===== config.mk =====
export PLATFORM = sky130hd
export DESIGN_NAME = product_accumulator_flat
export DESIGN_NICKNAME = d
export VERILOG_FILES = /design/src/rtl/accum_pkg.sv /design/src/rtl/product_accumulator_if.sv /design/src/rtl/accum_adder.sv /design/src/rtl/product_accumulator.sv /design/src/flat_wrapper.sv
export SDC_FILE = /design/constraint.sdc
export NUM_CORES = 1
export LEC_CHECK = 0
export ABC_AREA = 1
export CELL_PAD_IN_SITES_DETAIL_PLACEMENT = 0
export CELL_PAD_IN_SITES_GLOBAL_PLACEMENT = 1
export CORE_UTILIZATION = 32
export CTS_CLUSTER_DIAMETER = 120
export DETAILED_ROUTE_END_ITERATION = 6
export PLACE_DENSITY_LB_ADDON = 0.1
export SYNTH_ARGS = -nofsm -noshare
export SYNTH_HDL_FRONTEND = slang
export SYNTH_SLANG_ARGS = --single-unit

===== constraint.sdc =====
create_clock -name clk -period 1.79 [get_ports clk]
set_input_delay 0.537 -clock clk [delete_from_list [all_inputs] [get_ports clk]]
set_output_delay 0.537 -clock clk [all_outputs]
set_load 0.01 [all_outputs]

===== src/rtl/accum_pkg.sv =====
// Shared state encoding and width helpers for the product accumulator.
package accum_pkg;

   typedef enum logic {
      ACCUM = 1'b0,
      HOLD  = 1'b1
   } state_t;

   function automatic int acc_w(input int n, input int guard);
      return 2 * n + guard;
   endfunction

   function automatic int cnt_w(input int max_len);
      return $clog2(max_len + 1);
   endfunction

endpackage


===== src/rtl/product_accumulator_if.sv =====
// Product stream in, frame result out; the accumulator sits on the slave side.
interface product_accumulator_if #(
   parameter int N       = 8,
   parameter int GUARD   = 8,
   parameter int MAX_LEN = 16
);
   import accum_pkg::*;

   localparam int ACC_W = acc_w(N, GUARD);
   localparam int CNT_W = cnt_w(MAX_LEN);

   logic             in_valid;
   logic             in_ready;
   logic [2*N-1:0]   in_product;
   logic             in_last;
   logic             clear;
   logic             out_valid;
   logic             out_ready;
   logic [ACC_W-1:0] out_sum;
   logic [CNT_W-1:0] out_count;
   logic             out_overflow;

   modport master (
      output in_valid, in_product, in_last, clear, out_ready,
      input  in_ready, out_valid, out_sum, out_count, out_overflow
   );

   modport slave (
      input  in_valid, in_product, in_last, clear, out_ready,
      output in_ready, out_valid, out_sum, out_count, out_overflow
   );

endinterface


===== src/rtl/accum_adder.sv =====
// Unsigned ACC_W-bit adder exposing the carry out used for the sticky overflow.
module accum_adder #(
   parameter int ACC_W = 24
) (
   input  logic [ACC_W-1:0] a,
   input  logic [ACC_W-1:0] b,
   output logic [ACC_W-1:0] sum,
   output logic             carry
);

   assign {carry, sum} = {1'b0, a} + {1'b0, b};

endmodule


===== src/rtl/product_accumulator.sv =====
// Sums a valid/ready stream of products per frame and presents the frame total,
// beat count and overflow flag until downstream takes it.
module product_accumulator
   import accum_pkg::*;
#(
   parameter int N       = 8,
   parameter int GUARD   = 8,
   parameter int MAX_LEN = 16
) (
   input logic                  clk,
   input logic                  reset_n,
   product_accumulator_if.slave bus
);

   localparam int ACC_W = acc_w(N, GUARD);
   localparam int CNT_W = cnt_w(MAX_LEN);

   state_t           state_q, state_d;
   logic [ACC_W-1:0] acc_q, acc_d;
   logic [CNT_W-1:0] cnt_q, cnt_d;
   logic             ovf_q, ovf_d;

   logic [ACC_W-1:0] add_sum;
   logic             add_carry;
   logic [CNT_W-1:0] cnt_inc;
   logic             frame_end;

   accum_adder #(.ACC_W(ACC_W)) u_adder (
      .a     (acc_q),
      .b     (ACC_W'(bus.in_product)),
      .sum   (add_sum),
      .carry (add_carry)
   );

   assign cnt_inc   = cnt_q + CNT_W'(1);
   assign frame_end = bus.in_last || (cnt_inc == CNT_W'(MAX_LEN));

   always_comb begin
      // NOTE: every signal gets its hold value first, so no branch can leave one unassigned and infer a latch.
      state_d = state_q;
      acc_d   = acc_q;
      cnt_d   = cnt_q;
      ovf_d   = ovf_q;

      // clear beats everything, including a beat offered in the same cycle.
      if (bus.clear) begin
         state_d = ACCUM;
         acc_d   = '0;
         cnt_d   = '0;
         ovf_d   = 1'b0;
      end else begin
         case (state_q)
            ACCUM: begin
               if (bus.in_valid) begin
                  acc_d = add_sum;
                  cnt_d = cnt_inc;
                  ovf_d = ovf_q | add_carry;
                  if (frame_end) state_d = HOLD;
               end
            end
            HOLD: begin
               if (bus.out_ready) begin
                  state_d = ACCUM;
                  acc_d   = '0;
                  cnt_d   = '0;
                  ovf_d   = 1'b0;
               end
            end
            default: state_d = ACCUM;
         endcase
      end
   end

   // NOTE: registers update with non-blocking assignments so every flop samples pre-edge values.
   always_ff @(posedge clk or negedge reset_n) begin
      if (!reset_n) begin
         state_q <= ACCUM;
         acc_q   <= '0;
         cnt_q   <= '0;
         ovf_q   <= 1'b0;
      end else begin
         state_q <= state_d;
         acc_q   <= acc_d;
         cnt_q   <= cnt_d;
         ovf_q   <= ovf_d;
      end
   end

   // The accumulator registers double as the result registers while in HOLD.
   assign bus.in_ready     = (state_q == ACCUM);
   assign bus.out_valid    = (state_q == HOLD);
   assign bus.out_sum      = acc_q;
   assign bus.out_count    = cnt_q;
   assign bus.out_overflow = ovf_q;

endmodule


===== src/flat_wrapper.sv =====
// flat-port wrapper written by rule: the top's interface ports become plain ports
module product_accumulator_flat import accum_pkg::*;
#(
   parameter int N       = 8,
   parameter int GUARD   = 8,
   parameter int MAX_LEN = 16
)
  (clk, reset_n, bus_in_valid, bus_in_product, bus_in_last, bus_clear, bus_out_ready, bus_in_ready, bus_out_valid, bus_out_sum, bus_out_count, bus_out_overflow);
  product_accumulator_if #(.N(N), .GUARD(GUARD), .MAX_LEN(MAX_LEN)) bus_i ();
  input logic clk;
  input logic reset_n;
  input wire logic [$bits(bus_i.in_valid)-1:0] bus_in_valid;
  input wire logic [$bits(bus_i.in_product)-1:0] bus_in_product;
  input wire logic [$bits(bus_i.in_last)-1:0] bus_in_last;
  input wire logic [$bits(bus_i.clear)-1:0] bus_clear;
  input wire logic [$bits(bus_i.out_ready)-1:0] bus_out_ready;
  output wire logic [$bits(bus_i.in_ready)-1:0] bus_in_ready;
  output wire logic [$bits(bus_i.out_valid)-1:0] bus_out_valid;
  output wire logic [$bits(bus_i.out_sum)-1:0] bus_out_sum;
  output wire logic [$bits(bus_i.out_count)-1:0] bus_out_count;
  output wire logic [$bits(bus_i.out_overflow)-1:0] bus_out_overflow;
  assign bus_i.in_valid = bus_in_valid;
  assign bus_i.in_product = bus_in_product;
  assign bus_i.in_last = bus_in_last;
  assign bus_i.clear = bus_clear;
  assign bus_i.out_ready = bus_out_ready;
  assign bus_in_ready = bus_i.in_ready;
  assign bus_out_valid = bus_i.out_valid;
  assign bus_out_sum = bus_i.out_sum;
  assign bus_out_count = bus_i.out_count;
  assign bus_out_overflow = bus_i.out_overflow;
  product_accumulator #(.N(N), .GUARD(GUARD), .MAX_LEN(MAX_LEN)) u_core (.clk(clk), .reset_n(reset_n), .bus(bus_i));
endmodule

; ---- Yosys cells after proc, flatten, opt, wreduce, memory -nomap -nowiden
; Cells that the tools add are included.
[op_classes]
n_addsub = 2
n_eq_ne = 3
n_mux = 17
bitwise = 2
n_reduce_logical = 2
[ops]
columns = operator, n
row1 = 24-bit two-way mux, 3
row2 = 24-bit case mux with 2 select lines, 1
row3 = 24-bit by 16-bit adder with 25-bit output, 1
row4 = 5-bit two-way mux, 3
row5 = 5-bit case mux with 2 select lines, 1
row6 = 1-bit two-way mux, 7
row7 = "3-bit inequality test, second input constant", 2
row8 = "5-bit by 1-bit adder with 5-bit output, second input constant", 1
row9 = "5-bit == test, second input constant", 1
row10 = 1-bit case mux with 2 select lines, 2
row11 = 2-bit AND reduction, 1
row12 = 1-bit logical OR, 1
row13 = 1-bit inverter, 1
row14 = 1-bit OR, 1
[totals]
register_bits = 31
out_inout_bits = 32
elab_cells = 30

; ---- Longest topological paths before layout
; Gate-level depths: netlist (run 1).
[logic_depth]
word_depth = 7
ltp_mapped = 13
mapped_depth_nobuf = 13

; ---- By module
; Synthesis (run 1) repeated with hierarchy kept, for this count alone.
[hier_totals]
hier_cells = 519
hier_area_um2 = 3123.0
[by_module_without_submodules]
columns = mod, instances, cells_each, area_per_inst_um2, seq_area_each_um2
row1 = accum_adder, 1, 367, 1780.5, 0.0
row2 = product_accumulator, 1, 152, 1342.5, 775.7

; ---- Worst setup path after synthesis (run 1)
; OpenSTA, ideal clock, no wires.
[synth_path]
kind = input port to flip-flop
from = input port bus_in_product[0]
to = register u_core.acc_q[18] (netlist: u_core.bus.out_sum[18])
setup_ns = 0.117
arrival_ns = 1.780
t_required_ns = 1.673
path_slack_ns = -0.108
stages = 12
path_buffers = 0
cell_sequence = ha_1 > fa_1 > nand2_1 > nand3_1 > nand3_1 > nand2_1 > nand2_1 > nand2_1 > nand2_1 > nand3_1 > nand3_1 > nand2_1
[synth_via]
elab_chain_len = 4
[synth_rtl]
columns = item, line
row1 = from (decl), flat_wrapper.sv:13  ; input wire logic [$bits(bus_i.in_product)-1:0] bus_in_product;
row2 = 24-bit by 16-bit adder with 25-bit output, accum_adder.sv:11  ; assign {carry, sum} = {1'b0, a} + {1'b0, b};
row3 = 24-bit two-way mux, product_accumulator.sv:54  ; if (bus.in_valid) begin
row4 = 24-bit case mux with 2 select lines, product_accumulator.sv:52  ; case (state_q)
row5 = 24-bit two-way mux, product_accumulator.sv:46  ; if (bus.clear) begin
row6 = to (signal assigned), product_accumulator.sv:78  ; acc_q <= '0;
row7 = to (signal assigned), product_accumulator.sv:83  ; acc_q <= acc_d;
row8 = to (decl), product_accumulator.sv:19  ; logic [ACC_W-1:0] acc_q, acc_d;
; No other way between the ends. The select of a mux whose other input is x is not followed.
; A chain may end at the register's enable or synchronous reset.

; ---- Worst setup path after layout (run 1)
[layout_path]
from = register u_core.acc_q[0] (netlist: u_core.bus.out_sum[0])
to = register u_core.acc_q[18] (netlist: u_core.bus.out_sum[18])
[layout_via]
elab_chain_len = 4
[layout_rtl]
columns = item, line
row1 = 24-bit by 16-bit adder with 25-bit output, accum_adder.sv:11
row2 = 24-bit two-way mux, product_accumulator.sv:54
row3 = 24-bit case mux with 2 select lines, product_accumulator.sv:52
row4 = 24-bit two-way mux, product_accumulator.sv:46
; No other way between the ends. The select of a mux whose other input is x is not followed.

==> summary.md, run 1 <==
| Metric | Value |
|---|---|
| Crit-path most repeated cell | nand2_4 |
| Post-synth top area share | 0.298 |
| Reg power frac | 0.289 |
| H-tree levels | 2 |
| Pre-CTS WS | -0.672 ns |
| Cell with the most instances after synthesis | nand2_1 |
| Die width | approximately 92 um |
| Max Freq | about 540 MHz |
| Initial antenna violation count | 0 |
| M1 WL | 4180 um |
| Clock Path Buffers | 2 |
| Drt first-iter violations | between 90 and 100 |
| Post-synth top flop | dfrtp_1 |
| Ports | 54 |
| Largest area contributor in the netlist | dfrtp_1 |
| Failing checks | negative setup slack |
| Combinational Power Share | 0.495 |
| Syn_nets | roughly 450 |
| Critical Path RT | a little over 2 ns |
| Synth unique cells | 29 |
| Final Cycle Share | 1.04 |
| CTS tree | built |
| Synth area leaders | dfrtp_1 (30%), nand2_1 (22%), inv_1 (9.4%) |
| Setup violations, final | 7 |
| Unrepaired setup endpoints after global routing | yes |
| Post-route ant nets | 0 |
| Startpoint types | flip-flop |
| Skew final | between 0.01 and 0.015 ns |
| Crit end category | flip-flop |
| Vias in the first global route | 3,000 |
| Post-route setup TNS | -0.258 ns |
| WL per Instance | 13.4 um |
| Max layer used | met4 |
| Syn_area_per_cell | between 6 and 7 um^2 |
| Clock Power Share | 0.216 |
| Reported max-cap violation count | 0 |
| Diode count | 0 |
| Post-route setup slack | -0.0651 ns |
| Final worst path period need | 1.86 ns |
| Pint | ~1.7 mW |
| CP max stage delay | 0.42 ns |
| Die Area | ~0.0085 mm^2 |
| Crit-path cells | ha_4 > fa_2 > nand2_4 > nand3_4 > nand3_4 > nand2_4 > nand2_4 > nand2_4 > nand2_4 > nand2_2 > nand2_1 > nand3_1 > nand2_1 |
| Outcome | complete, but fails checks |
| Core area | around 0.008 mm^2 |
| Largest net degree at the start of global routing | 32 |
| Placed cell area | around 0.0037 mm^2 |
| Cells after DPL | 620 |
| Post-synthesis register bit count | 31 |
| Register area share after synthesis | 0.298 |
| Core Rows | 32 |
| CP arrival | between 2 and 2.5 ns |
| Final-stage net count | approximately 600 |
| Slew HR | 0.814 |
| Post-route cell area | around 0.0046 mm^2 |
| Commonest cells post-synth | nand2_1 (151), inv_1 (65), nand3_1 (34), nor2_1 (32), dfrtp_1 (31) |
| Pleak | ~2.5 nW |
| Sw frac | 0.384 |
| Total CTS buffers | 5 |
| Clk_lat worst skew | 0.30 ns |
| GRT overflow | 0 |
| Via count | between 3,000 and 4,000 |
| Crit Path Category | flip-flop to flip-flop |
| Final count of hold timing violations | 0 |
| Maximum vdd drop | 0.000298 V |
| Async SR Flop Fraction | 1.00 |
| Met3 WL | between 300 and 400 um |
| Layout cell share with drive strength beyond 1 | 0.367 |
| Initial Utilization | 0.333 |
| CP Max Fanout | 3 |
| HPWL after DPL | about 6300 um |
| Non-Filler Instances | between 600 and 700 |
| Area delta synth->final | 77.1% |
| GRT Total Usage | 0.211 |
| Clk slew on worst S/H paths | ~0.08 ns |
| Port Buffers | between 50 and 60 |
| CTS root buf | clkbuf_8 |
| DIE HEIGHT | around 92 um |
| First-pass GRT wire length | between 10,000 and 15,000 um |
| Slew Limit Fails | 0 |
| DRC viols | 0 |
| Yosys warnings | 0 |
| Power per cell area | about 600 mW/mm^2 |
| Slowest stage cell, crit path | dfrtp_1 |
| DR vias/cell | approximately 4.7 |
| Mapped Cells | 410 |
| TritonRoute pass-1 iters | 4 |
| Placer Congestion | ~0.84 |
| Switching power | approximately 1.1 mW |
| Synthesized area | roughly 0.0026 mm^2 |
| EDFF count, synth | 0 |
| Final Util | 0.591 |
| Clk sinks | 31 |
| Routed wire length | 8850 um |
| Worst-margin pin slew | between 0.2 and 0.3 ns |
| Detail Route met2 WL | 4210 um |
| Worst hold-check path type | flip-flop to flip-flop |
-- final timing paths --
kind / start / endpoint / slack [ns] / depth (start not counted)
min in group asynchronous: reset_n / u_core.bus.out_sum[6] / 0.60 / 2
min reg2reg: u_core.bus.out_sum[23] / u_core.bus.out_sum[23] / 0.54 / 2
max reg2reg: u_core.bus.out_sum[0] / u_core.bus.out_sum[18] / -0.07 / 13
max: u_core.bus.out_sum[0] / u_core.bus.out_sum[18] / -0.07 / 13
min: u_core.bus.out_sum[23] / u_core.bus.out_sum[23] / 0.54 / 2
max in group asynchronous: reset_n / u_core.bus.out_sum[17] / 0.98 / 2
-- routing by layer --
| layer | vias up | global-route usage |
|---|---|---|
| li1 | 1597 | - |
| met1 | 1423 | 0.284 |
| met2 | 63 | 0.352 |
| met3 | 9 | 0.0299 |
| met4 | 0 | 0.0573 |
| met5 | - | 0 |
-- registers in the layout (all words and copies together), names as in the netlist --
register	count
u_core.bus.out_valid	1
u_core.bus.out_count	5
u_core.bus.out_sum	24
u_core.bus.out_overflow	1
-- area by class of cell --
cell class                 count  area [um^2]
clock buffer                   5         68.8
inverter                      65          246
timing repair buffer         144         1240
multi-input combinational    310         2120
tap                          102          128
clock inverter                 3         25.0
sequential                    31          781
fill                         762         3200
-- power by group through the flow --
stage	logic [mW]	clock network, mW	registers [mW]
global placement	0.999	0	0.805
finish	1.37	0.599	0.799
global route	1.50	0.649	0.806
floorplan	0.446	0	0.832
CTS	1.22	0.622	0.792
detailed placement	0.999	0	0.807
-- through the flow --
stage,hold WS (ns),power [mW]
floorplan,0.241,1.28
global placement,0.495,1.80
detailed placement,0.504,1.81
CTS,0.545,2.63
global route,0.559,2.95
finish,0.539,2.77
-- layout by cell type, fill, tap and decap left out, drive strengths merged, types with 2 or more instances in the layout --
master,netlist,final
a22o,4,4
nand2,156,156
nor3,2,2
nand3,35,35
clkinv,0,2
nand4,7,7
inv,65,65
nor2,37,37
dlygate4sd2,0,28
clkbuf,0,5
nand3b,2,2
xor2,3,3
clkdlybuf4s15,0,5
dlymetal6s2s,0,4
o21ai,20,20
dfrtp,31,31
ha,18,18
a21oi,17,17
clkdlybuf4s50,0,15
buf,4,92
-- cell families (layout without fill, tap and decap cells) --
| kind of cell | after synthesis | after routing | synth area share |
|---|---|---|---|
| xor gates and xnor gates | 3 | 3 | 0.0101 |
| DFF | 31 | 31 | 0.298 |
| AOI/OAI and AO/OA | 47 | 47 | 0.106 |
| and+or+nand+nor | 241 | 241 | 0.390 |
| adders and majority gates | 19 | 19 | 0.0942 |
| buffers and inverters | 69 | 217 | 0.101 |
-- critical path: cells and delay by family, from the launching register on --
family | cells | cell delay (ns)
flops | 1 | 0.42
fa+ha+maj | 2 | 0.60
simple gates | 11 | 0.75
-- repair_timing --
item	CTS	global route
pin swaps	54	47
hold buffers	0	0
buffers inserted	26	9
gates resized for setup	110	70
endpoints found under the setup margin	45	26
endpoints found under the hold margin	0	0
No activity file was read; power rests on OpenSTA's default activity.
==> run 2: changes to the inputs <==
Settings changed: CORE_MARGIN set to 5.
==> summary.md, run 2 (same netlist as run 1, synthesis figures left out) <==
| Metric | Value |
|---|---|
| Outcome | complete, but fails checks |
| Failing checks | negative setup slack |
| CP max stage delay | ~0.4 ns |
| DR vias/cell | 4.67 |
| Non-Filler Instances | 660 |
| Skew final | ~0.009 ns |
| Worst hold-check path type | flip-flop to flip-flop |
| Filler Cells Inserted | about 800 |
| Clock Path Buffers | 2 |
| Slew Limit Fails | 0 |
| Pleak | ~2.4 nW |
| Cells after DPL | just over 600 |
| First-pass GRT wire length | roughly 15,000 um |
| Initial antenna violation count | 0 |
| Cell family with most CP delay | simple AND/OR/NAND/NOR gates |
| Total CTS buffers | 5 |
| TritonRoute pass-1 iters | 4 |
| Commonest non-fill, non-tap cells in the layout | nand2_1 (117), buf_4 (83), inv_1 (61) |
| Post-route setup slack | -0.0373 ns |
| Global Route met2 Usage | 0.312 |
| Die width | 100 um |
| Setup crit end | u_core.bus.out_sum[18] |
| R2R setup slack | -0.04 ns |
| Initial Utilization | 0.323 |
| Via count | approximately 3,000 |
| Max Freq | 547 MHz |
| Slew HR | 0.786 |
| Crit Path Category | flip-flop to flip-flop |
| Largest net degree at the start of global routing | 32 |
| Worst R2R Path Depth | 13 |
| GRT met1 Usage | 0.238 |
| Routed wire length | 9150 um |
| DRC viols | 0 |
| Diode count | 0 |
| Clk_lat worst skew | roughly 0.3 ns |
| Reg power frac | 0.271 |
| CTS root buf | clkbuf_8 |
| Core Rows | 33 |
| CP arrival | 2.07 ns |
| CP Max Fanout | 3 |
| Layout cell share with drive strength beyond 1 | 0.371 |
| Reg-to-Reg Start | u_core.bus.out_sum[0] |
| Critical Path RT | between 2 and 2.5 ns |
| Clk slew on worst S/H paths | about 0.080 ns |
| Crit end category | flip-flop |
| Register Area | around 800 um^2 |
| Final Util | 0.566 |
| Final worst path period need | 1.83 ns |
| Ports | 54 |
| HPWL after DPL | about 6700 um |
| Final Cycle Share | 1.02 |
| Sw frac | 0.364 |
| Final count of hold timing violations | 0 |
| CTS tree | built |
| Total buffers and inverters traversed by the critical path | 0 |
| Slowest stage cell, crit path | dfrtp_1 |
| Clock Power Share | 0.265 |
| Number of flip-flops under the largest register name | 24 |
| Final-stage net count | between 500 and 600 |
| Maximum vdd drop | about 0.0003 V |
| Most common cell after layout, fill and taps aside | nand2_1 |
| Startpoint types | flip-flop |
| DIE HEIGHT | 100 um |
| Multi-input logic area | 0.00210 mm^2 |
| Die Area | around 0.01 mm^2 |
| Power per cell area | between 600 and 700 mW/mm^2 |
| Levels on crit path | 13 |
| Worst Setup SP | u_core.bus.out_sum[0] |
| CTS Hold Bufs | 0 |
| Worst-margin pin slew | ~0.32 ns |
| GRT overflow | 0 |
| Unrepaired setup endpoints after global routing | yes |
| Met3 GRT Util | 0.0334 |
| Crit-path most repeated cell | nand2_4 |
| Setup violations, final | 1 |
| Crit-path cells | ha_2 > fa_2 > nand2_4 > nand3_4 > nand3_4 > nand2_4 > nand2_4 > nand2_4 > nand2_2 > nand2_1 > nand2_1 > nand3_2 > nand2_1 |
| GRT Total Usage | 0.185 |
| Combinational Power Share | 0.465 |
| Port Buffers | 53 |
| Vias in the first global route | ~3,200 |
| Hold slack | 0.533 ns |
| Busiest grt layer | met2 |
| Core area | about 0.008 mm^2 |
| Clk sinks | 31 |
| Post-route ant nets | 0 |
| Pint | between 1.5 and 2 mW |
| WL per Instance | roughly 14 um |
| Area delta synth->final | 75.1% |
| Reported max-cap violation count | 0 |
| Placer Congestion | about 0.87 |
| Drt first-iter violations | 111 |
| Worst R2R End | u_core.bus.out_sum[18] |
| H-tree levels | 2 |
| Switching power | 1.07 mW |
-- run 2: final cells by class --
class / instances / area share
Tap cell: 105 / 0.0288
Sequential cell: 31 / 0.172
Clock buffer: 6 / 0.0181
Timing Repair Buffer: 141 / 0.259
Multi-Input combinational cell: 310 / 0.462
Clock inverter: 2 / 0.00768
Inverter: 65 / 0.0535
-- run 2: metal layers --
metal  vias up  routed length [um]
met5         -                   0
met4         0                 193
met3        16                 346
met2        59                4370
met1      1424                4240
li1       1584                   -
-- run 2: how the worst min path moves through the flow --
| stage | from | end | slack [ns] | depth (start not counted) |
|---|---|---|---|---|
| floorplan | reset_n | u_core.bus.out_count[0] | 0.24 | 0 |
| global placement | u_core.bus.out_sum[9] | u_core.bus.out_sum[9] | 0.49 | 2 |
| detailed placement | u_core.bus.out_sum[9] | u_core.bus.out_sum[9] | 0.50 | 2 |
| CTS | u_core.bus.out_overflow | u_core.bus.out_overflow | 0.55 | 2 |
| global route | u_core.bus.out_overflow | u_core.bus.out_overflow | 0.55 | 2 |
| finish | u_core.bus.out_overflow | u_core.bus.out_overflow | 0.53 | 2 |
-- run 2: repair_timing --
action	in CTS	in global routing
endpoints found under the setup margin	46	21
pin swaps	35	51
buffers inserted	25	9
gates resized for setup	95	73
-- run 2: power by group through the flow --
stage | Sequential [mW] | Combinational (mW) | Clock [mW]
2_1_floorplan | 0.832 | 0.446 | 0
3_3_place_gp | 0.806 | 0.997 | 0
3_5_place_dp | 0.808 | 0.997 | 0
4_1_cts | 0.792 | 1.20 | 0.785
5_1_grt | 0.803 | 1.50 | 0.812
6_report | 0.796 | 1.37 | 0.778
-- run 2: stage by stage --
stage | TNS, ns | area [um^2] | power, mW | setup slack (ns)
6_report | -0.0373 | 4560 | 2.94 | -0.0373
5_1_grt | -0.683 | 4560 | 3.12 | -0.121
4_1_cts | -0.152 | 4250 | 2.77 | -0.0849
3_5_place_dp | -12.72 | 3690 | 1.81 | -0.658
3_3_place_gp | -12.62 | 3690 | 1.80 | -0.644
2_1_floorplan | -0.0369 | 2610 | 1.28 | -0.0369
-- run 2: worst reg2reg max path, stage by stage, from the launching register on --
cell and delay (ns):
dfrtp_1 0.39, ha_2 0.20, fa_2 0.37, nand2_4 0.09
nand3_4 0.09, nand3_4 0.08, nand2_4 0.07, nand2_4 0.08
nand2_4 0.07, nand2_2 0.08, nand2_1 0.06, nand2_1 0.08
nand3_2 0.06, nand2_1 0.05
==> run 3: changes to the inputs <==
Settings changed: CELL_PAD_IN_SITES_DETAIL_PLACEMENT 0 to 1, CELL_PAD_IN_SITES_GLOBAL_PLACEMENT 1 to 2, CORE_UTILIZATION 32 to 25.
==> summary.md, run 3 (same netlist as run 1, synthesis figures left out) <==
| Metric | Value |
|---|---|
| Outcome | complete, but fails checks |
| Failing checks | negative setup slack |
| H-tree levels | 2 |
| Clock Path Buffers | 2 |
| Die width | 112 um |
| Reported max-cap violation count | 0 |
| Die Area | between 0.01 and 0.015 mm^2 |
| Clk slew on worst S/H paths | ~0.08 ns |
| Skew final | 0.00625 ns |
| GRT Total Usage | 0.171 |
| Area delta synth->final | 83.2% |
| DRC viols | 0 |
| Clk_lat worst skew | 0.29 ns |
| Placed cell area | approximately 0.0038 mm^2 |
| Commonest non-fill, non-tap cells in the layout | nand2_1 (109), buf_4 (85), inv_1 (55) |
| Final-stage net count | about 610 |
| Final Util | 0.466 |
| Non-Filler Instances | ~700 |
| Slew HR | 0.761 |
| CTS tree | built |
| Worst Setup SP | u_core.bus.out_sum[0] |
| CTS root buf | clkbuf_8 |
| Vias in the first global route | 3,430 |
| TritonRoute pass-1 iters | 4 |
| Most common cell after layout, fill and taps aside | nand2_1 |
| Power per cell area | roughly 640 mW/mm^2 |
| Hold slack | about 0.55 ns |
| Cell family with most CP delay | simple AND/OR/NAND/NOR gates |
| Post-route ant nets | 0 |
| Reg-to-Reg Start | u_core.bus.out_sum[0] |
| Largest net degree at the start of global routing | 32 |
| R2R setup slack | -0.09 ns |
| Startpoint types | flip-flop |
| CP arrival | 2.11 ns |
| Levels on crit path | 13 |
| Final worst path period need | 1.88 ns |
| Drt first-iter violations | 64 |
| Pleak | between 2 and 3 nW |
| Worst-margin pin slew | ~0.36 ns |
| Total CTS buffers | 5 |
| Crit-path most repeated cell | nand2_4 |
| Critical Path RT | 2.02 ns |
| HPWL after DPL | 7950 um |
| DR vias/cell | ~4.5 |
| Ports | 54 |
| Maximum vdd drop | 0.000311 V |
| Slew Limit Fails | 0 |
| Via count | about 3,200 |
| Slowest stage cell, crit path | dfrtp_1 |
| Crit end category | flip-flop |
| Port Buffers | 53 |
| Setup crit end | u_core.bus.out_sum[18] |
| Core area | approximately 0.01 mm^2 |
| Placer Congestion | 0.784 |
| Clk sinks | 31 |
| Initial antenna violation count | 0 |
| Cells after DPL | 658 |
| Worst R2R Path Depth | 13 |
| Post-route cell area | about 0.0048 mm^2 |
| Worst hold-check path type | flip-flop to flip-flop |
| Layout cell share with drive strength beyond 1 | 0.409 |
| GRT overflow | 0 |
| Core Rows | 37 |
| Setup violations, final | 7 |
| Routed wire length | 10,600 um |
| Worst R2R End | u_core.bus.out_sum[18] |
| Max Freq | 532 MHz |
| First-pass GRT wire length | around 17,000 um |
| Crit-path cells | ha_4 > fa_2 > nand2_4 > nand3_4 > nand3_2 > nand2_4 > nand2_4 > nand2_4 > nand2_2 > nand2_1 > nand2_1 > nand3_1 > nand2_1 |
| WL per Instance | 15.1 um |
| Initial Utilization | 0.254 |
| CP Max Fanout | 3 |
| Unrepaired setup endpoints after global routing | yes |
| Final Cycle Share | 1.05 |
| Number of flip-flops under the largest register name | 24 |
| DIE HEIGHT | 112 um |
| Pre-CTS WS | -0.712 ns |
| Diode count | 0 |
| CP max stage delay | between 0.4 and 0.5 ns |
| Post-route setup slack | -0.0888 ns |
| CTS Hold Bufs | 0 |
| Total buffers and inverters traversed by the critical path | 0 |
| Crit Path Category | flip-flop to flip-flop |
| Final count of hold timing violations | 0 |
==> run 3: where the power goes <==
group,internal [mW],switching [mW]
combinational,0.725,0.738
sequential,0.751,0.0444
clock,0.451,0.323
==> run 3: how the worst min path moves through the flow <==
stage	from	end	cells after the start
after floorplan	reset_n	u_core.bus.out_count[0]	0
after global placement	u_core.bus.out_sum[7]	u_core.bus.out_sum[7]	2
after detailed placement	u_core.bus.out_sum[7]	u_core.bus.out_sum[7]	2
after CTS	u_core.bus.out_sum[7]	u_core.bus.out_sum[7]	2
after global routing	u_core.bus.out_sum[7]	u_core.bus.out_sum[7]	2
final	u_core.bus.out_sum[7]	u_core.bus.out_sum[7]	2
==> run 3: repair_timing <==
item	4_1_cts	5_1_grt
cloned	0	0
setup endpoints to repair	49	27
gates resized for setup	123	85
buffers inserted	26	14
pin swaps	46	75
==> run 3: routing by layer <==
metal / vias to the layer above / wire length, um / part of all wire / GRT usage
met5: - / 0 / 0 / 0
met4: 0 / 97 / 0.0092 / 0.0361
met3: 6 / 247 / 0.023 / 0.0307
met2: 37 / 5320 / 0.50 / 0.297
met1: 1536 / 4930 / 0.47 / 0.224
li1: 1610 / - / - / -
==> run 3: final cells by class <==
cell class,count,area (um^2)
clock buffer,6,82.6
clock inverter,2,35.0
fill,1304,5460
inverter,65,246
multi-input combinational,310,2150
sequential,31,783
tap,136,170
timing repair buffer,151,1300
==> run 3: worst reg2reg max path, cell delays in order (launching register included) <==
cell	delay, ns
dfrtp_1	0.42
ha_4	0.18
fa_2	0.41
nand2_4	0.10
nand3_4	0.08
nand3_2	0.09
nand2_4	0.07
nand2_4	0.09
nand2_4	0.06
nand2_2	0.06
nand2_1	0.06
nand2_1	0.07
nand3_1	0.07
nand2_1	0.06
==> run 3: metrics by stage <==
stage | power (mW) | setup TNS (ns)
4_1_cts | 2.91 | -0.174
3_3_place_gp | 1.86 | -12.50
6_report | 3.03 | -0.341
3_5_place_dp | 1.87 | -13.42
2_1_floorplan | 1.28 | -0.0369
5_1_grt | 3.25 | -1.48
==> RTL edit 1: new RTL, config.mk and constraints of run 3 <==
`N` is set to 8 in 3 places; all go to 10.
--- a/src/rtl/product_accumulator_if.sv
+++ b/src/rtl/product_accumulator_if.sv
@@ -1,6 +1,6 @@
 // Product stream in, frame result out; the accumulator sits on the slave side.
 interface product_accumulator_if #(
-   parameter int N       = 8,
+   parameter int N       = 10,
    parameter int GUARD   = 8,
    parameter int MAX_LEN = 16
 );
--- a/src/rtl/product_accumulator.sv
+++ b/src/rtl/product_accumulator.sv
@@ -3,7 +3,7 @@
 module product_accumulator
    import accum_pkg::*;
 #(
-   parameter int N       = 8,
+   parameter int N       = 10,
    parameter int GUARD   = 8,
    parameter int MAX_LEN = 16
 ) (
--- a/src/flat_wrapper.sv
+++ b/src/flat_wrapper.sv
@@ -1,7 +1,7 @@
 // flat-port wrapper written by rule: the top's interface ports become plain ports
 module product_accumulator_flat import accum_pkg::*;
 #(
-   parameter int N       = 8,
+   parameter int N       = 10,
    parameter int GUARD   = 8,
    parameter int MAX_LEN = 16
 )
Ports: changed (resized bus_in_product and bus_out_sum); port bits go from 54 to 62. The function was not compared with the original's and may differ.
==> RTL edit 1 against run 3 <==
- the run still ends with setup timing left
- total power is 29% higher
- sequential cell count is 4 higher
- final area is 20% higher
- via count is 18% higher
- core utilization is 1.5 points higher
- worst setup slack worse by 0.011 ns
- critical endpoint is now u_core.bus.out_overflow
- wire length is 21% higher
- critical path type unchanged
- synthesized area is 16% higher
==> RTL edit 1: results (changes against run 3) <==
metric;value;unit;change
status;finished with violations;;
failing checks;setup timing;;
CTS max path bufs;2;;unchanged
vias in the first global route;4101;;+20%
Iter 0 DRT Violations;88;;+38%
final setup fails;14;;+7
worst r2r src;u_core.bus.out_sum[0];;
CP max FO;4;;+1
pre-CTS setup slack;-0.730;ns;-0.0186 ns
LEAKAGE;2.93;nW;+12%
Fillers;1469;;+13%
root buf cell;clkbuf_16;;
H-tree depth;2;;unchanged
placed insts;751;;+14%
CTS clock-pin slew for the worst setup and hold paths;0.06;ns;-0.02 ns
port buffer count;61;;+15%
Netlist cell types;31;;+6.9%
GR Util All Layers;17.9;%;+0.80 points
wire length per cell;16.0;µm;+5.7%
Final Wtd Congestion;0.821;;+4.8%
VDD IR max;0.329;mV;+6.0%
minimum hold slack;0.311;ns;-0.241 ns
first-pass GRT wire length;20.5;mm;+17%
Pre-Repair DR Iteration Count;4;;unchanged
# rows;40;;+8.1%
Slew @ Worst Pin;0.531;ns;+0.176 ns
vias;3777;;+18%
sequential area share after synthesis;29.0;%;-0.83 points
Post-Route WL;12.9;mm;+21%
initial antenna violation count;0;;unchanged
Hold WC Path Type;primary input to asynchronous set/reset pin;;
top cells by area, synth;dfrtp_1, nand2_1, ha_1;;
share of post-route cells with drive strength above 1;45.7;%;+4.9 points
HPWL Detailed;9.38;mm;+18%
ANT cells;0;;unchanged
Largest register FFs;28;;+17%
fin nets;707;;+17%
Yosys Warn Count;0;;unchanged
Register Area;883;µm²;+13%
Skew-Pair Late Insertion Delay;0.29;ns;about the same
Worst R2R Path Depth;11;;-2
net count after synthesis;526;;+17%
total CTS buffers;5;;unchanged
final setup skew;0.00436;ns;-0.00188 ns
most frequent cells after synthesis;nand2_1, inv_1, nor2_1;;
Worst R2R End;u_core.bus.out_overflow;;
Async SR Flop Fraction;100;%;unchanged
Top FF cell, synth;dfrtp_1;;
Mapped Cells;477;;+16%
crit path DAT;2.07;ns;-0.04 ns
largest net degree at the start of global routing;36;;+13%
worst setup margin;-0.0994;ns;-0.0106 ns
RTL edit 1: cell types whose count changed in the layout (fill, tap and decap cells not counted), sizes merged, moves of 5 or more:
cell,delta
a21oi,+7
dlygate4sd2,+5
inv,-5
o21ai,+5
buf,+21
nand2,+30
clkdlybuf4s50,+6
nor2,+10
dlymetal6s2s,-5
RTL edit 1: how the worst max path moves through the flow:
stage / startpoint / end / slack [ns] / depth (start not counted)
2_1_floorplan: bus_in_product[0] / u_core.bus.out_overflow / -0.09 / 11
3_3_place_gp: bus_in_product[0] / u_core.bus.out_sum[16] / -0.69 / 11
3_5_place_dp: bus_in_product[0] / u_core.bus.out_sum[16] / -0.73 / 11
4_1_cts: u_core.bus.out_sum[0] / u_core.bus.out_overflow / -0.09 / 11
5_1_grt: u_core.bus.out_sum[9] / u_core.bus.out_sum[19] / -0.21 / 13
6_report: u_core.bus.out_sum[0] / u_core.bus.out_overflow / -0.1 / 11
RTL edit 1: area by class of cell:
cell class | instances | area share (%)
clock buffers | 6 | 2.42
clock inverters | 1 | 0.0873
inverters | 61 | 4.06
multi-input cells | 375 | 47.8
flip-flops and latches | 35 | 15.4
well taps | 147 | 3.21
repair buffers | 180 | 27.0
RTL edit 1: metrics by stage:
stage	setup TNS, ns	instance area (µm²)	power (mW)
after global placement	-16.64	4380	2.29
after global routing	-2.76	5730	4.16
final	-0.717	5730	3.92
after CTS	-0.236	5250	3.65
after detailed placement	-17.89	4380	2.32
after floorplan	-0.121	3040	1.57
RTL edit 1: report_power, final:
| group | switching, mW | internal (mW) |
|---|---|---|
| clock network | 0.369 | 0.545 |
| logic | 1.09 | 1.02 |
| registers | 0.0402 | 0.858 |
RTL edit 1: logic make-up (layout without fill, tap and decap cells):
family	after synthesis	count (layout)	share of synthesized area (%)
buf+inv	67	248	8.56
fa+ha+maj	23	23	9.76
simple gates	286	286	39.6
xor+xnor	5	5	1.45
flops	35	35	29.0
compound gates	60	60	11.3
mux	1	1	0.331
RTL edit 1: what timing repair did:
action | in CTS | in global routing
setup endpoints to repair | 60 | 28
pin swaps | 48 | 36
buffers inserted | 32 | 15
gates resized for setup | 167 | 104
RTL edit 1: metal layers:
layer | track usage, % | vias up | wire, µm
li1 | - | 1884 | -
met2 | 30.9 | 52 | 6380
met1 | 23.6 | 1831 | 6030
met5 | 0 | - | 0
met4 | 3.36 | 0 | 121
met3 | 3.06 | 10 | 334
RTL edit 1: worst max-delay path, stage by stage (launching register included):
cell and delay [ns]:
dfrtp_1 0.41, ha_4 0.17, fa_2 0.38, nand2_2 0.12, nand3_4 0.10, nand3_4 0.10
nand2_4 0.08, nand2_4 0.07, nand2_4 0.06, nand2_4 0.06, nand2_2 0.05, a22o_1 0.17
==> RTL edit 2: new RTL, flow settings as in run 3 <==
Without the edit above. Reset style: synchronous (`reset_n`), changed in one clocked block.
--- a/src/rtl/product_accumulator.sv
+++ b/src/rtl/product_accumulator.sv
@@ -72,7 +72,7 @@
    end
 
    // NOTE: registers update with non-blocking assignments so every flop samples pre-edge values.
-   always_ff @(posedge clk or negedge reset_n) begin
+   always_ff @(posedge clk) begin
       if (!reset_n) begin
          state_q <= ACCUM;
          acc_q   <= '0;
Formal check against the unedited RTL: differs if reset_n is asserted again (counterexample within 4 cycles, from zero or initial values and one cycle with reset_n low); with reset_n held inactive, the same outputs for 10 cycles.
==> RTL edit 2 against run 3 <==
- hold slack worse by 0.059 ns
- sequential cell count stayed put
- maximum frequency is 6.1% higher
- via count is 4.5% lower
- synthesized area is 5.2% lower
- final area is 9.7% lower
- global-route usage is 0.36 points higher
- worst setup slack better by 0.11 ns
- count of clock-buffer cells in the layout is 1 lower
- clock skew is 0.0032 ns higher
- non-clock buffer count is 35 lower
- wire length is 5.7% lower
Power is not compared: it rests on default switching activity, and its combinational part moved more than twofold at a synthesized area within 25%.
==> RTL edit 2: results (changes against run 3) <==
metric;value;unit;change
status;complete, no violations;;
GR Util All Layers;17.5;%;+0.36 points
Iter 0 DRT Violations;61;;-4.7%
most frequent cells after synthesis;nand2_1, inv_1, a21oi_1;;
CTS clock-pin slew for the worst setup and hold paths;0.09;ns;
CTS max path bufs;2;;unchanged
Post-Route WL;10.0;mm;-5.7%
crit path time final;1.77;ns;-0.108 ns
Switching Fraction;36.0;%;
net count after synthesis;454;;+0.67%
Pwr Density;474;nW/µm²;
Yosys Warn Count;0;;unchanged
sequential area share after synthesis;25.1;%;-4.7 points
VDD IR max;0.302;mV;
LEAKAGE;2.24;nW;
wire length per cell;15.1;µm;-0.43%
cell with the most instances after synthesis;nand2_1;;
Slew @ Worst Pin;0.288;ns;-0.0675 ns
fin nets;571;;-5.6%
top cells by area, synth;dfxtp_1, nand2_1, inv_1;;
share of post-route cells with drive strength above 1;40.1;%;-0.77 points
vias in the first global route;3366;;-1.9%
crit path DAT;2.01;ns;-0.10 ns
Async SR Flop Fraction;0;%;-100 points
largest net degree at the start of global routing;17;;-47%
final setup skew;0.00947;ns;+0.00323 ns
Post-DP Area;3570;µm²;-6.2%
Critical-path top delay cell;fa_2;;
Synth Area per Inst;5.98;µm²;-5.9%
root buf cell;clkbuf_8;;
pre-CTS setup slack;-0.728;ns;-0.0165 ns
placed insts;647;;-1.7%
Worst path max stage delay;0.41;ns;
Largest register FFs;24;;unchanged
dominant delay contributor by cell family on the critical path;adder cells;;
# DRC;0;;unchanged
port buffer count;53;;unchanged
HPWL Detailed;7.78;mm;-2.1%
CP max FO;4;;+1
vias;3046;;-4.5%
Netlist cell types;27;;-6.9%
first-pass GRT wire length;16.3;mm;-6.9%
Skew-Pair Late Insertion Delay;0.30;ns;
initial antenna violation count;0;;unchanged
Final Wtd Congestion;0.844;;+7.7%
-- RTL edit 2: area by class of cell --
type	count	area, µm²
clock inverter	3	20.0
inverter	62	233
timing repair buffer	116	998
fill	1243	5380
sequential	31	639
tap	133	166
multi-input combinational	314	2180
clock buffer	5	68.8
-- RTL edit 2: tightest hold or removal path: stages (launching register included) --
cell and delay, ns:
dfxtp_1 0.36, a21oi_2 0.04, nor2_1 0.07
-- RTL edit 2: power by group through the flow --
stage	Combinational [mW]	Clock, mW	Sequential (mW)
6_report	0.695	0.618	0.728
5_1_grt	0.759	0.670	0.731
2_1_floorplan	0.244	0	0.746
4_1_cts	0.621	0.632	0.728
3_5_place_dp	0.535	0	0.737
3_3_place_gp	0.529	0	0.737
-- RTL edit 2: path summary, 6_finish.rpt --
path                                              start                       to  slack, ns  cells after the start
worst max register to register    u_core.bus.out_sum[0]    u_core.bus.out_sum[6]       0.04                      9
worst max-delay path                  bus_in_product[0]    u_core.bus.out_sum[6]       0.02                     10
worst min register to register  u_core.bus.out_overflow  u_core.bus.out_overflow       0.49                      2
worst min-delay path            u_core.bus.out_overflow  u_core.bus.out_overflow       0.49                      2
-- RTL edit 2: routing by layer --
metal	track usage, %	wire length, µm	vias up
met3	3.64	339	12
met5	0	0	-
li1	-	-	1543
met1	22.4	4640	1448
met2	30.0	4860	43
met4	4.27	161	0
-- RTL edit 2: cells by family (layout without fill, tap and decap cells) --
| kind of cell | after synthesis | count (layout) | share of synthesized area (%) |
|---|---|---|---|
| AND/OR/NAND/NOR | 235 | 235 | 40.8 |
| buffers and inverters | 68 | 186 | 10.9 |
| AO/OA/AOI/OAI | 56 | 56 | 11.8 |
| flip-flops | 31 | 31 | 25.1 |
| adder cells (fa/ha/maj) | 19 | 19 | 9.93 |
| XOR/XNOR | 4 | 4 | 1.42 |
-- RTL edit 2: through the flow --
step	utilization, %	TNS, ns	power (mW)
5_1_grt	44.5	-0.311	2.16
2_1_floorplan	-	0	0.990
4_1_cts	41.4	0	1.98
3_5_place_dp	36.8	-14.39	1.27
3_3_place_gp	36.8	-13.85	1.27
6_report	44.5	0	2.04
-- RTL edit 2: repair_timing --
action | in CTS | in global routing
hold buffers | 0 | 0
resized for setup | 116 | 97
setup buffers | 6 | 3
setup endpoints to repair | 42 | 30
pin swaps | 26 | 42
